`config.mk`:
```
export PLATFORM = sky130hd
export DESIGN_NAME = lcd_ctrl_param
export DESIGN_NICKNAME = d
export VERILOG_FILES = /design/src/rtl/lcd_ctrl_param.sv
export SDC_FILE = /design/constraint.sdc
export NUM_CORES = 1
export LEC_CHECK = 0
export BUFFER_PORTS_ARGS = -buffer_cell sky130_fd_sc_hd__buf_2
export CAP_MARGIN = 20
export CORE_MARGIN = 3
export CORE_UTILIZATION = 40
export DETAILED_ROUTE_END_ITERATION = 6
export GPL_TIMING_DRIVEN = 0
export PLACE_DENSITY = 0.63
export SETUP_SLACK_MARGIN = 0.2
export SYNTH_ARGS = -nofsm -noshare
export SYNTH_HDL_FRONTEND = slang
export SYNTH_SLANG_ARGS = --single-unit
```
`constraint.sdc`:
```
create_clock -name clk -period 5.1 [get_ports clk]
set_input_delay 0.765 -clock clk [delete_from_list [all_inputs] [get_ports clk]]
set_output_delay 0.765 -clock clk [all_outputs]
set_load 0.02 [all_outputs]
```
`src/rtl/lcd_ctrl_param.sv`:
```
// Parametrised LCD image controller: loads an IMG_W x IMG_H greyscale image and
// streams a WIN x WIN window (fit, zoomed, panned, mirrored) after every command.
module lcd_ctrl_param #(
    parameter int DW    = 8,
    parameter int IMG_W = 12,
    parameter int IMG_H = 9,
    parameter int WIN   = 4
) (
    input  logic          clk,
    input  logic          reset,
    input  logic [3:0]    cmd,
    input  logic          cmd_valid,
    input  logic [DW-1:0] datain,
    output logic          busy,
    output logic          output_valid,
    output logic [DW-1:0] dataout
);

    localparam int NPIX = IMG_W * IMG_H;
    localparam int NWIN = WIN * WIN;
    localparam int AW   = (NPIX > 1) ? $clog2(NPIX) : 1;
    localparam int CW   = $clog2(NPIX + 1);
    localparam int XW   = $clog2(IMG_W + 1);
    localparam int YW   = $clog2(IMG_H + 1);
    localparam int RW   = $clog2(WIN + 1);
    localparam int SX   = IMG_W / WIN;
    localparam int SY   = IMG_H / WIN;

    localparam logic [XW-1:0] X_MAX = XW'(IMG_W - WIN);
    localparam logic [YW-1:0] Y_MAX = YW'(IMG_H - WIN);
    localparam logic [XW-1:0] X_CTR = XW'((IMG_W - WIN) / 2);
    localparam logic [YW-1:0] Y_CTR = YW'((IMG_H - WIN) / 2);

    typedef enum logic [1:0] {
        S_IDLE,
        S_LOAD,
        S_CALC,
        S_OUT
    } state_t;

    state_t        state_q, state_d;
    logic [CW-1:0] cnt_q, cnt_d;
    logic [RW-1:0] row_q, row_d;
    logic [RW-1:0] col_q, col_d;
    logic [XW-1:0] x0_q, x0_d;
    logic [YW-1:0] y0_q, y0_d;
    logic          zoom_in_q, zoom_in_d;
    logic          mirror_h_q, mirror_h_d;
    logic          mirror_v_q, mirror_v_d;
    logic          ovalid_q, ovalid_d;
    logic [DW-1:0] dout_q, dout_d;

    logic [DW-1:0] img_q [NPIX];
    logic          mem_we;
    logic [AW-1:0] mem_waddr;
    logic [DW-1:0] mem_wdata;

    logic [31:0]   rr, cc, px_x, px_y;
    logic [AW-1:0] rd_addr;

    // Image RAM holds its contents across reset.
    always_ff @(posedge clk) begin
        if (mem_we) begin
            img_q[mem_waddr] <= mem_wdata;
        end
    end

    // Window (row, col) -> image address; row/col never leave [0, WIN-1].
    always_comb begin
        rr = mirror_v_q ? (32'(WIN - 1) - 32'(row_q)) : 32'(row_q);
        cc = mirror_h_q ? (32'(WIN - 1) - 32'(col_q)) : 32'(col_q);
        if (zoom_in_q) begin
            px_y = 32'(y0_q) + rr;
            px_x = 32'(x0_q) + cc;
        end else begin
            px_y = rr * 32'(SY) + 32'(SY / 2);
            px_x = cc * 32'(SX) + 32'(SX / 2);
        end
        rd_addr = AW'(px_y * 32'(IMG_W) + px_x);
    end

    always_comb begin
        state_d    = state_q;
        cnt_d      = cnt_q;
        row_d      = row_q;
        col_d      = col_q;
        x0_d       = x0_q;
        y0_d       = y0_q;
        zoom_in_d  = zoom_in_q;
        mirror_h_d = mirror_h_q;
        mirror_v_d = mirror_v_q;
        ovalid_d   = 1'b0;
        dout_d     = '0;
        mem_we     = 1'b0;
        mem_waddr  = AW'(cnt_q);
        mem_wdata  = datain;

        case (state_q)
            S_IDLE: begin
                if (cmd_valid) begin
                    cnt_d   = '0;
                    state_d = (cmd == 4'd0) ? S_LOAD : S_CALC;
                    case (cmd)
                        4'd1: begin
                            zoom_in_d = 1'b1;
                            x0_d      = X_CTR;
                            y0_d      = Y_CTR;
                        end
                        4'd2: zoom_in_d = 1'b0;
                        4'd3: if (zoom_in_q && x0_q < X_MAX) x0_d = x0_q + 1'b1;
                        4'd4: if (zoom_in_q && x0_q != '0) x0_d = x0_q - 1'b1;
                        4'd5: if (zoom_in_q && y0_q != '0) y0_d = y0_q - 1'b1;
                        4'd6: if (zoom_in_q && y0_q < Y_MAX) y0_d = y0_q + 1'b1;
                        4'd7: mirror_h_d = ~mirror_h_q;
                        4'd8: mirror_v_d = ~mirror_v_q;
                        default: ;
                    endcase
                end
            end
            S_LOAD: begin
                mem_we = 1'b1;
                if (cnt_q == CW'(NPIX - 1)) begin
                    state_d    = S_CALC;
                    cnt_d      = '0;
                    zoom_in_d  = 1'b0;
                    x0_d       = X_CTR;
                    y0_d       = Y_CTR;
                    mirror_h_d = 1'b0;
                    mirror_v_d = 1'b0;
                end else begin
                    cnt_d = cnt_q + 1'b1;
                end
            end
            S_CALC: begin
                state_d = S_OUT;
                cnt_d   = '0;
                row_d   = '0;
                col_d   = '0;
            end
            S_OUT: begin
                // cnt == NWIN is the drain cycle: last beat is on the wire, busy still high.
                if (cnt_q < CW'(NWIN)) begin
                    ovalid_d = 1'b1;
                    dout_d   = img_q[rd_addr];
                    cnt_d    = cnt_q + 1'b1;
                    if (col_q == RW'(WIN - 1)) begin
                        col_d = '0;
                        row_d = (row_q == RW'(WIN - 1)) ? '0 : row_q + 1'b1;
                    end else begin
                        col_d = col_q + 1'b1;
                    end
                end else begin
                    state_d = S_IDLE;
                end
            end
            default: state_d = S_IDLE;
        endcase
    end

    always_ff @(posedge clk or negedge reset) begin
        if (!reset) begin
            state_q    <= S_IDLE;
            cnt_q      <= '0;
            row_q      <= '0;
            col_q      <= '0;
            x0_q       <= X_CTR;
            y0_q       <= Y_CTR;
            zoom_in_q  <= 1'b0;
            mirror_h_q <= 1'b0;
            mirror_v_q <= 1'b0;
            ovalid_q   <= 1'b0;
            dout_q     <= '0;
        end else begin
            state_q    <= state_d;
            cnt_q      <= cnt_d;
            row_q      <= row_d;
            col_q      <= col_d;
            x0_q       <= x0_d;
            y0_q       <= y0_d;
            zoom_in_q  <= zoom_in_d;
            mirror_h_q <= mirror_h_d;
            mirror_v_q <= mirror_v_d;
            ovalid_q   <= ovalid_d;
            dout_q     <= dout_d;
        end
    end

    assign busy         = (state_q != S_IDLE);
    assign output_valid = ovalid_q;
    assign dataout      = dout_q;

endmodule

```
Word level (Yosys, flattened, before mapping)
Memory sizes are Yosys's and may differ from the RTL's.
Cells that the tools add are included.
- bitwise logic cells: 2
- $add $sub $neg: 14
- reductions and logical operators: 20
- multiply operators: 2
- equal/unequal tests: 28
- multiplexer cells: 49
- $lt $le $gt $ge: 3
- operator list (cell ; count):
    $mux W32 ; 3
    $add A32 B1 Y32 const B ; 1
    $add A4 B32 Y32 ; 1
    $mul A32 B2 Y5 const B ; 1
    $mul A32 B2 Y7 const B ; 1
    $mux W4 ; 8
    $mux W7 ; 4
    $pmux W7 S4 ; 1
    $pmux W4 S3 ; 2
    $eq A4 B3 Y1 const B ; 4
    $mux W8 ; 2
    $pmux W4 S2 ; 2
    $mux W3 ; 5
    $add A7 B1 Y7 const B ; 2
    $ne A3 B3 Y1 const B ; 4
    $pmux W3 S2 ; 2
    $reduce_and A4 Y1 ; 3
    $reduce_and A6 Y1 ; 2
    $mux W1 ; 11
    $ne A2 B2 Y1 const B ; 5
    $add A4 B1 Y4 const B ; 2
    $eq A4 B2 Y1 const B ; 2
    $mux W2 ; 4
    $ne A4 B1 Y1 const B ; 2
    other kinds (26) ; 44
- register bits: 35
- memory bits (writable): 864
- memories kept: 1
- output and inout bits: 10
- word-level logic and storage cells: 130
- input bits: 15
- memory list (memory ; depth ; width ; read ports ; clocked after Yosys merged registers in ; write ports ; RTL line ; RTL):
    img_q ; 108 ; 8 ; 1 ; 0 ; 1 ; 53 ; logic [DW-1:0] img_q [NPIX];

Longest topological paths before layout
Gate-level depths: netlist of run 1.
An unclocked memory read counts as a cell.
- depth in word-level cells: 9
- depth in mapped cells: 19
- mapped depth without buffers: 17

Least setup slack after synthesis of run 1
Ideal clock, no wire load.
- path kind: flip-flop to flip-flop
- start: register mirror_v_q
- end: register dout_q[3] (netlist: dataout[3])
- cell stages (with the launch flop): 17
- library setup time: 0.120 ns
- clock period less this slack: 4.303 ns
- path buffers: 0
- data arrival time: 4.183 ns
- required time: 4.980 ns
- setup slack: 0.797 ns
- path through: dfrtp_1 -> xor2_1 -> ha_1 -> inv_1 -> fa_1 -> a21oi_1 -> ha_1 -> fa_1 -> ha_1 -> xor2_1 -> nor2_1 -> nand3_1 -> o22ai_1 -> nor4_1 -> nand3_1 -> a211o_1 -> a41o_1
- cells in the longest elaborated chain, start to end: 8
- elaborated cells between the ends (all ways): 9
- classes of those cells: add/sub: 3; mul: 1; mux: 4; memory: 1
- RTL lines (what ; RTL line ; RTL):
    from (decl) ; 49 ; logic mirror_v_q, mirror_v_d;
    from (signal assigned) ; 182 ; mirror_v_q <= mirror_v_d;
    $mux W32 * ; 70 ; rr = mirror_v_q ? (32'(WIN - 1) - 32'(row_q)) : 32'(row_q);
    $add A4 B32 Y32 / $add A32 B1 Y32 (equally long branches) ; 73, 76 ;
    $mux W32 * ; 72 ; if (zoom_in_q) begin
    $mul A32 B2 Y5 * ; 79 ; rd_addr = AW'(px_y * 32'(IMG_W) + px_x);
    $add A7 B7 Y7 * ; 79 ;
    $mem_v2 Z108 W8 * ; -- ;
    $mux W8 * ; 142 ; if (cnt_q < CW'(NWIN)) begin
    $mux W8 * ; 98 ; case (state_q)
    net dout_d[3] ; 51 ; logic [DW-1:0] dout_q, dout_d;
    to (signal assigned) ; 184 ; dout_q <= dout_d;
    to (decl) ; 51 ;
Mark *: on every way through the listed nets, which the timed path passes. The rest lies on a longest branch.
A chain may end at the register's enable or synchronous reset.

Worst setup path after layout of run 1
- start: register mirror_h_q
- end: register dout_q[6] (netlist: dataout[6])
- cells in the longest elaborated chain, start to end: 8
- elaborated cells between the ends (all ways): 9
- classes of those cells: add/sub: 3; mul: 1; mux: 4; memory: 1
- RTL lines (what ; RTL line ; RTL):
    from (decl) ; 48 ; logic mirror_h_q, mirror_h_d;
    from (signal assigned) ; 181 ; mirror_h_q <= mirror_h_d;
    $mux W32 * ; 71 ; cc = mirror_h_q ? (32'(WIN - 1) - 32'(col_q)) : 32'(col_q);
    $mul A32 B2 Y7 ; 77 ; px_x = cc * 32'(SX) + 32'(SX / 2);
    $add A7 B1 Y7 ; 77 ;
    $mux W7 * ; 72 ;
    $add A7 B7 Y7 * ; 79 ;
    $mem_v2 Z108 W8 * ; -- ;
    $mux W8 * ; 142 ;
    $mux W8 * ; 98 ;
    net dout_d[6] ; 51 ;
Marked as above.

==> results.md, run 1 <==
- The run finished with clean final reports.
- The average routed wire per standard cell is 30.1 um.
- The routed layout has 23600 vias.
- After clock tree synthesis, the clock-pin slew on the worst setup and hold paths is 0.06 ns.
- The type of the worst setup path is reg2reg.
- The slew at the pin with the worst max-slew slack is 1.19 ns.
- The number of antenna violations at the first check in global routing was 4.
- At the later pin of the worst-skew pair, clock insertion delay measures 0.66 ns.
- The total setup violations reported at the end of the flow is 0.
- The met1 track utilization from global routing is 32.6%.
- After global routing, the most crowded layer is met2.
- Of the available clock period, the critical path in the final layout requires 96.3%.
- The final hold violation count is 0.
- The placeable core region is 90400 um^2.
- During I/O placement, the number of pins put on the boundary was 25.
- The number of global-route vias before repair came to 22800.
- The worst hold path belongs to the class in2async.
- The number of flip-flops and latches in the synthesized netlist is 899.
- After clock tree synthesis, the flow added hold-fix buffers numbering 0.
- Global routing consumed, over all layers together, 24.4% of the routing resources.
- The endpoint kind of the worst setup timing path is a flop.
- The clock tree root buffer cell is clkbuf_16.
- The most common library cell in the layout ignoring fill and taps is edfxtp_1.
- The HPWL after detailed placement is 79500 um.
- The achievable clock frequency is 0.204 GHz.
- The CTS tree is built.
- The number of distinct library cells after synthesis is 65.
- The area enclosed by the die boundary is 95400 um^2.
- The first global-routing pass estimated 165000 um of wire.
- The final total negative setup slack is 0 ns.
- Yosys printed 0 warnings.
- The layout filler cell count is 7630.
- The number of slew-limit violations in the final report came to 0.
- Setup repair after global routing could not meet its margin everywhere.
- The height of the chip is 309 um.
- The fraction of met3 tracks used by global routing is 5.89%.
- The layout overhead on the synthesized area is 15.0%.
- The initial utilization of the core area, before any placement, comes to 40.6%.
- The depth of the CTS H-tree is 3.
- The startpoint kind of the worst setup timing path is a flop.
- The met2 usage is 37.2%.
- The total of buffers placed on input and output ports is 23.
- The die boundary width is 309 um.
- The antenna violation net count after detailed routing is 0.
- The flip-flop cell with the highest count after synthesis is edfxtp_1.
- For this run, design rule violations remaining after detail routing come to 0.
- The required time of the critical path is 5.61 ns.
- The synthesized netlist occupies a cell area of 36700 um^2.
- Measured against its own limit, the worst slew margin works out to 20.6%.
- The share of synthesized area in the top cell type comes to 70.7%.
- At the worst endpoint, the arrival time is 5.42 ns.
- The final routed wirelength across all metal layers is 117000 um.
- The share of post-route cells with drive strength above 1 is 16.2%.
- The count of max-cap constraint violations is 0.
- The total congestion overflow is 0.
- In this run, synthesis inferred 864 flip-flops with an integrated enable.
- The synthesized net count is 2531.
- The synthesized design spends more area on one cell type than any other, namely edfxtp_1.
- The top cell types in the final layout, fill and taps aside, are edfxtp_1, nand2_1, nand3_1.
- After detailed routing, the number of vias per cell comes to 6.07.
- The first-pass detailed-route iteration total is 6.
- The count of routing violations after the opening detailed-route iteration is 3581.
- Synthesis produced a netlist whose cell count is 2481.
- The net count of the finished layout is 2680.
- The clock drives 899 sinks.
- In this run the deepest clock path goes through 3 buffers.
- The final setup skew is 0.0264 ns.
- The floorplan has 110 rows.
- Yosys attributes the largest share of cell area to edfxtp_1, nand2_1, mux4_2.
- The register area share after synthesis is 73.1%.
- The time the worst path needs with I/O delays and setup is 4.91 ns.
- Averaged over all synthesized cells, the footprint is 14.8 um^2.
- The number of buffers inserted during clock tree synthesis is 93.
- The final estimated routing congestion in global placement is 0.971.
- Of all flip-flops after synthesis, the portion carrying an async set or reset was 3.89%.
- Along the worst path, the maximum fanout reaches 10.
- Entering global routing, the biggest net connects 89 pins.
path summary, 6_finish.rpt:
| path | start | end | slack (ns) | cells after the start |
|---|---|---|---|---|
| worst max-delay path | mirror_h_q | dataout[6] | 0.19 | 14 |
| worst min-delay path | reset | dataout[5] | 0.23 | 1 |
| worst max register to register | mirror_h_q | dataout[6] | 0.19 | 14 |
| worst min register to register | row_q[1] | row_q[1] | 0.54 | 2 |
| max in group asynchronous | reset | mirror_v_q | 4.29 | 1 |
| min in group clk | row_q[1] | row_q[1] | 0.54 | 2 |
cell usage after synthesis (21+ instances only):
cell type / number
dfrtp_1: 33
a22oi_1: 22
edfxtp_1: 864
mux2i_1: 69
nand3_1: 184
clkbuf_1: 44
ha_1: 28
buf_2: 58
inv_1: 23
a21oi_1: 91
o2111ai_1: 35
nand2_1: 464
o21ai_0: 36
mux4_2: 69
o22ai_1: 27
buf_4: 21
a31oi_1: 22
nor2_1: 158
worst max-delay path, cell delays in order (launching register included):
cell       delay [ns]
dfrtp_1          0.36
buf_4            0.18
xor2_2           0.36
ha_1             0.28
fa_1             0.43
nand2b_1         0.20
o21ai_2          0.27
clkbuf_1         0.67
buf_1            0.81
nand2_1          0.15
nand3_1          0.13
o2111ai_1        0.21
nand4_1          0.32
a22oi_2          0.13
o21ai_1          0.26
state kept, by name, indices dropped and copies added (netlist names), 2 cells and up:
| register | count |
|---|---|
| cnt_q | 7 |
| state_q | 2 |
| col_q | 3 |
| img_q | 864 |
| x0_q | 4 |
| dataout | 8 |
| y0_q | 4 |
| row_q | 3 |
through the flow:
| step | setup slack (ns) | hold slack (ns) | cell area [um^2] | instances | utilization, % |
|---|---|---|---|---|---|
| after global placement | -1.23 | 0.515 | 38300 | 3680 | 42.3 |
| final | 0.187 | 0.229 | 42200 | 3878 | 46.7 |
| after CTS | 0.190 | 0.243 | 42000 | 3867 | 46.4 |
| after floorplan | 0.797 | 0.469 | 36700 | 2481 | - |
| after global routing | 0.143 | 0.299 | 42200 | 3876 | 46.7 |
| after detailed placement | -1.30 | 0.527 | 38600 | 3696 | 42.7 |
layout make-up:
type | instances | area, um^2 | area share, %
Sequential cell | 899 | 26800 | 63.6
Inverter | 24 | 91.3 | 0.216
Tap cell | 1176 | 1470 | 3.49
Antenna cell | 2 | 5.00 | 0.0119
Buffer | 131 | 763 | 1.81
Clock buffer | 117 | 2470 | 5.85
Timing Repair Buffer | 54 | 593 | 1.41
Clock inverter | 48 | 462 | 1.09
Multi-Input combinational cell | 1427 | 9510 | 22.5
metal layers:
metal	share of wire [%]	vias up
met5	0.10	-
met4	5.9	6
met3	12	342
met2	45	1615
met1	37	11800
li1	-	9782
repair_timing:
item / in CTS / in global routing
buffers inserted: 6 / 9
endpoints found under the setup margin: 8 / 8
gates resized for setup: 84 / 56
endpoints found under the hold margin: 0 / 0
pin swaps: 9 / 12
cloned: 1 / 0
cells by family (layout without fill, tap and decap cells):
family,after synthesis,in the layout,synth area share [%]
AO/OA/AOI/OAI,330,330,6.07
XOR/XNOR,26,27,0.699
adder cells (fa/ha/maj),35,35,1.34
buffers and inverters,156,374,2.11
flip-flops,899,899,73.1
multiplexers,148,148,6.43
other,0,2,0
AND/OR/NAND/NOR,887,887,10.2
Power of run 1 is not shown: default switching activity piles up to over one toggle a cycle in this logic, so the estimate is an artifact.
==> inputs of run 2 (changes only) <==
CORE_MARGIN = 2   (was 3)
==> results.md, run 2 (synthesis results as in run 1) <==
- The flow ran to the end, and the final reports show no timing, DRC or antenna violations.
- The buffer and inverter count on the worst path was 6 (+3).
- The CTS tree is built.
- The overall via count from detail_route is 23500 (-0.32%).
- The number of buffers inserted during clock tree synthesis is 91 (-2.2%).
- Setup repair after global routing left no endpoint under its margin.
- The post-detailed-route via-to-cell ratio is 6.03 (-0.71%).
- More flip-flops sit in one register than any other, and that register is img_q.
- The placeable core region is 91200 um^2 (+0.91%).
- Traced cell by cell, the critical path runs through buf_4, xor2_2, ha_1, fa_1, xnor2_1, a21oi_1, ha_1, clkbuf_2, clkbuf_4, clkbuf_4, clkbuf_2, clkbuf_2, o2111ai_1, nand4_1, a22oi_1, o21ai_2.
- The startpoint kind of the worst setup timing path is a flop.
- The slowest cell on the critical path is a22oi_1.
- The top fanout value on the critical path came to 10 (unchanged).
- The effective utilization at floorplan is 40.2% (-0.37 points).
- The height of the chip is 307 um (-0.65%).
- The quantity of hold-fixing buffers added after cts was 0 (unchanged).
- The number of global-route vias before repair was 22800 (-0.10%).
- The portion of the clock cycle consumed by the worst path in the final layout was 96.3% (about the same).
- The area enclosed by the die boundary is 94100 um^2 (-1.3%).
- The number of antenna violations at the first check in global routing was 3 (-1).
- The count of pins on the block boundary is 25 (unchanged).
- The count of max-cap constraint violations is 0 (unchanged).
- The die boundary width is 307 um (-0.65%).
- The number of slew-limit violations in the final report is 0 (unchanged).
- The final setup skew was 0.0398 ns (+0.0134 ns).
- The slew at the pin with the worst max-slew slack is 1.21 ns (+0.0141 ns).
- The final hold violation count came to 0 (unchanged).
- The share of post-route cells with drive strength above 1 is 16.6% (+0.42 points).
- The final routed wirelength across all metal layers is 117000 um (+0.44%).
- The antenna violation net count after detailed routing is 0 (unchanged).
- The buffer levels on the longest clock path is 3 (unchanged).
- The layout filler cell count came to 7745 (+1.5%).
- STA classifies the critical path endpoint as a flop.
- The multi-input gate area in the final layout is 9550 um^2 (+0.43%).
- The count of routing violations after the opening detailed-route iteration is 3588 (+0.20%).
- The number of clock sinks seen by CTS is 899 (unchanged).
- The worst reg-to-reg path cell count came to 16 (+2).
- The library cells used most frequently in the layout, excluding fill and tap cells, are edfxtp_1, nand2_1, nand3_1.
- The first-pass GRT wire length is 164000 um (-0.28%).
- The achievable clock frequency is 0.204 GHz (about the same).
- The most common library cell in the layout ignoring fill and taps is edfxtp_1.
- The stage delay of the slowest cell on the critical path is 0.45 ns (-0.36 ns).
- The number of remaining DRC errors is 0 (unchanged).
- The final estimated routing congestion in global placement came to 0.980 (+0.92%).
- The area growth from synthesis to layout is 15.4%.
- The first-pass detailed-route iteration total is 6 (unchanged).
- The clock slew seen by the registers of the worst setup and hold paths is 0.07 ns (about the same).
- The post-place instance area is 38700 um^2 (+0.29%).
- The depth of the CTS H-tree is 3 (unchanged).
- The total setup violations reported at the end of the flow is 0 (unchanged).
- The number of core rows is 111 (+0.91%).
- The net count of the finished layout is 2685 (+0.19%).
- The count of placed standard cells including taps is 3711 (+0.41%).
- The cell area after layout is 42300 um^2 (+0.35%).
- The combined global-route utilization of all metal layers is 24.7% (+0.33 points).
- The total area of sequential cells was 26800 um^2 (about the same).
- The arrival time at the worst endpoint is 5.42 ns (about the same).
- The average routed wire per standard cell was 30.2 um (about the same).
- The cell that appears most often on the critical path is clkbuf_2.
- The final cell count without fillers is 3893 (+0.39%).
- The critical path depth in cells is 16 (+2).
- The clock tree root buffer cell is clkbuf_16.
- The time the worst path needs with I/O delays and setup came to 4.91 ns (+0.000900 ns).
- The required time of the critical path is 5.61 ns (about the same).
- The total of buffers placed on input and output ports is 23 (unchanged).
- The estimated wirelength of the detail-placed design is 80500 um (+1.2%).
- The number of flip-flops under the largest register name is 864 (unchanged).
- The clock latency at the later pin of the worst-skew pair is 0.67 ns (about the same).
- The total congestion overflow is 0 (unchanged).
- Broken down by cell family, the worst path's largest delay share belongs to buffers and inverters.
- The largest net degree at the start of global routing was 75 (-16%).
- The relative slew slack was 19.6% (-0.94 points).
- The critical path is of the reg2reg type.
- The path class of the tightest hold or removal check is in2async.
==> run 2: changes by cell type in the layout (fill, tap and decap cells not counted), moves of 4 or more <==
cell	previous run	this run
nand2_4	0	4
clkinv_1	19	11
clkbuf_1	39	46
clkinv_2	15	11
buf_4	41	47
==> run 2: layout make-up <==
| cell class | count | area share (%) |
|---|---|---|
| Antenna cell | 3 | 0.0177 |
| Buffer | 131 | 1.79 |
| Clock buffer | 120 | 5.79 |
| Clock inverter | 42 | 1.09 |
| Inverter | 24 | 0.216 |
| Multi-Input combinational cell | 1427 | 22.6 |
| Sequential cell | 899 | 63.4 |
| Tap cell | 1186 | 3.50 |
| Timing Repair Buffer | 61 | 1.67 |
==> run 2: routing by layer <==
metal,track usage (%),vias to the layer above,routed length (um)
li1,-,9784,-
met1,33.0,11900,45100
met2,38.2,1475,53400
met3,6.29,292,13100
met4,11.0,2,5780
met5,0,-,13
==> run 2: path summary, 6_finish.rpt <==
kind	from	endpoint	slack (ns)
worst min-delay path	reset	cnt_q[3]	0.25
worst min register to register	x0_q[2]	x0_q[2]	0.54
min in group clk	x0_q[2]	x0_q[2]	0.54
max in group asynchronous	reset	mirror_v_q	4.23
worst max-delay path	mirror_h_q	dataout[2]	0.19
worst max register to register	mirror_h_q	dataout[2]	0.19
==> run 2: metrics by stage <==
stage	utilization [%]	setup TNS (ns)	hold slack (ns)	worst slack, ns
2_1_floorplan	-	0	0.469	0.797
3_3_place_gp	42.0	-7.70	0.514	-1.26
3_5_place_dp	42.4	-7.73	0.530	-1.30
4_1_cts	46.1	0	0.237	0.195
5_1_grt	46.4	0	0.288	0.179
6_report	46.4	0	0.246	0.186
==> run 2: what timing repair did <==
item                       4_1_cts  5_1_grt
pin swaps                       15       20
setup endpoints to repair        8        8
buffers inserted                 6        9
gates resized for setup         96       52
cloned                           1        0
Power of run 2 is left out for the same reason.
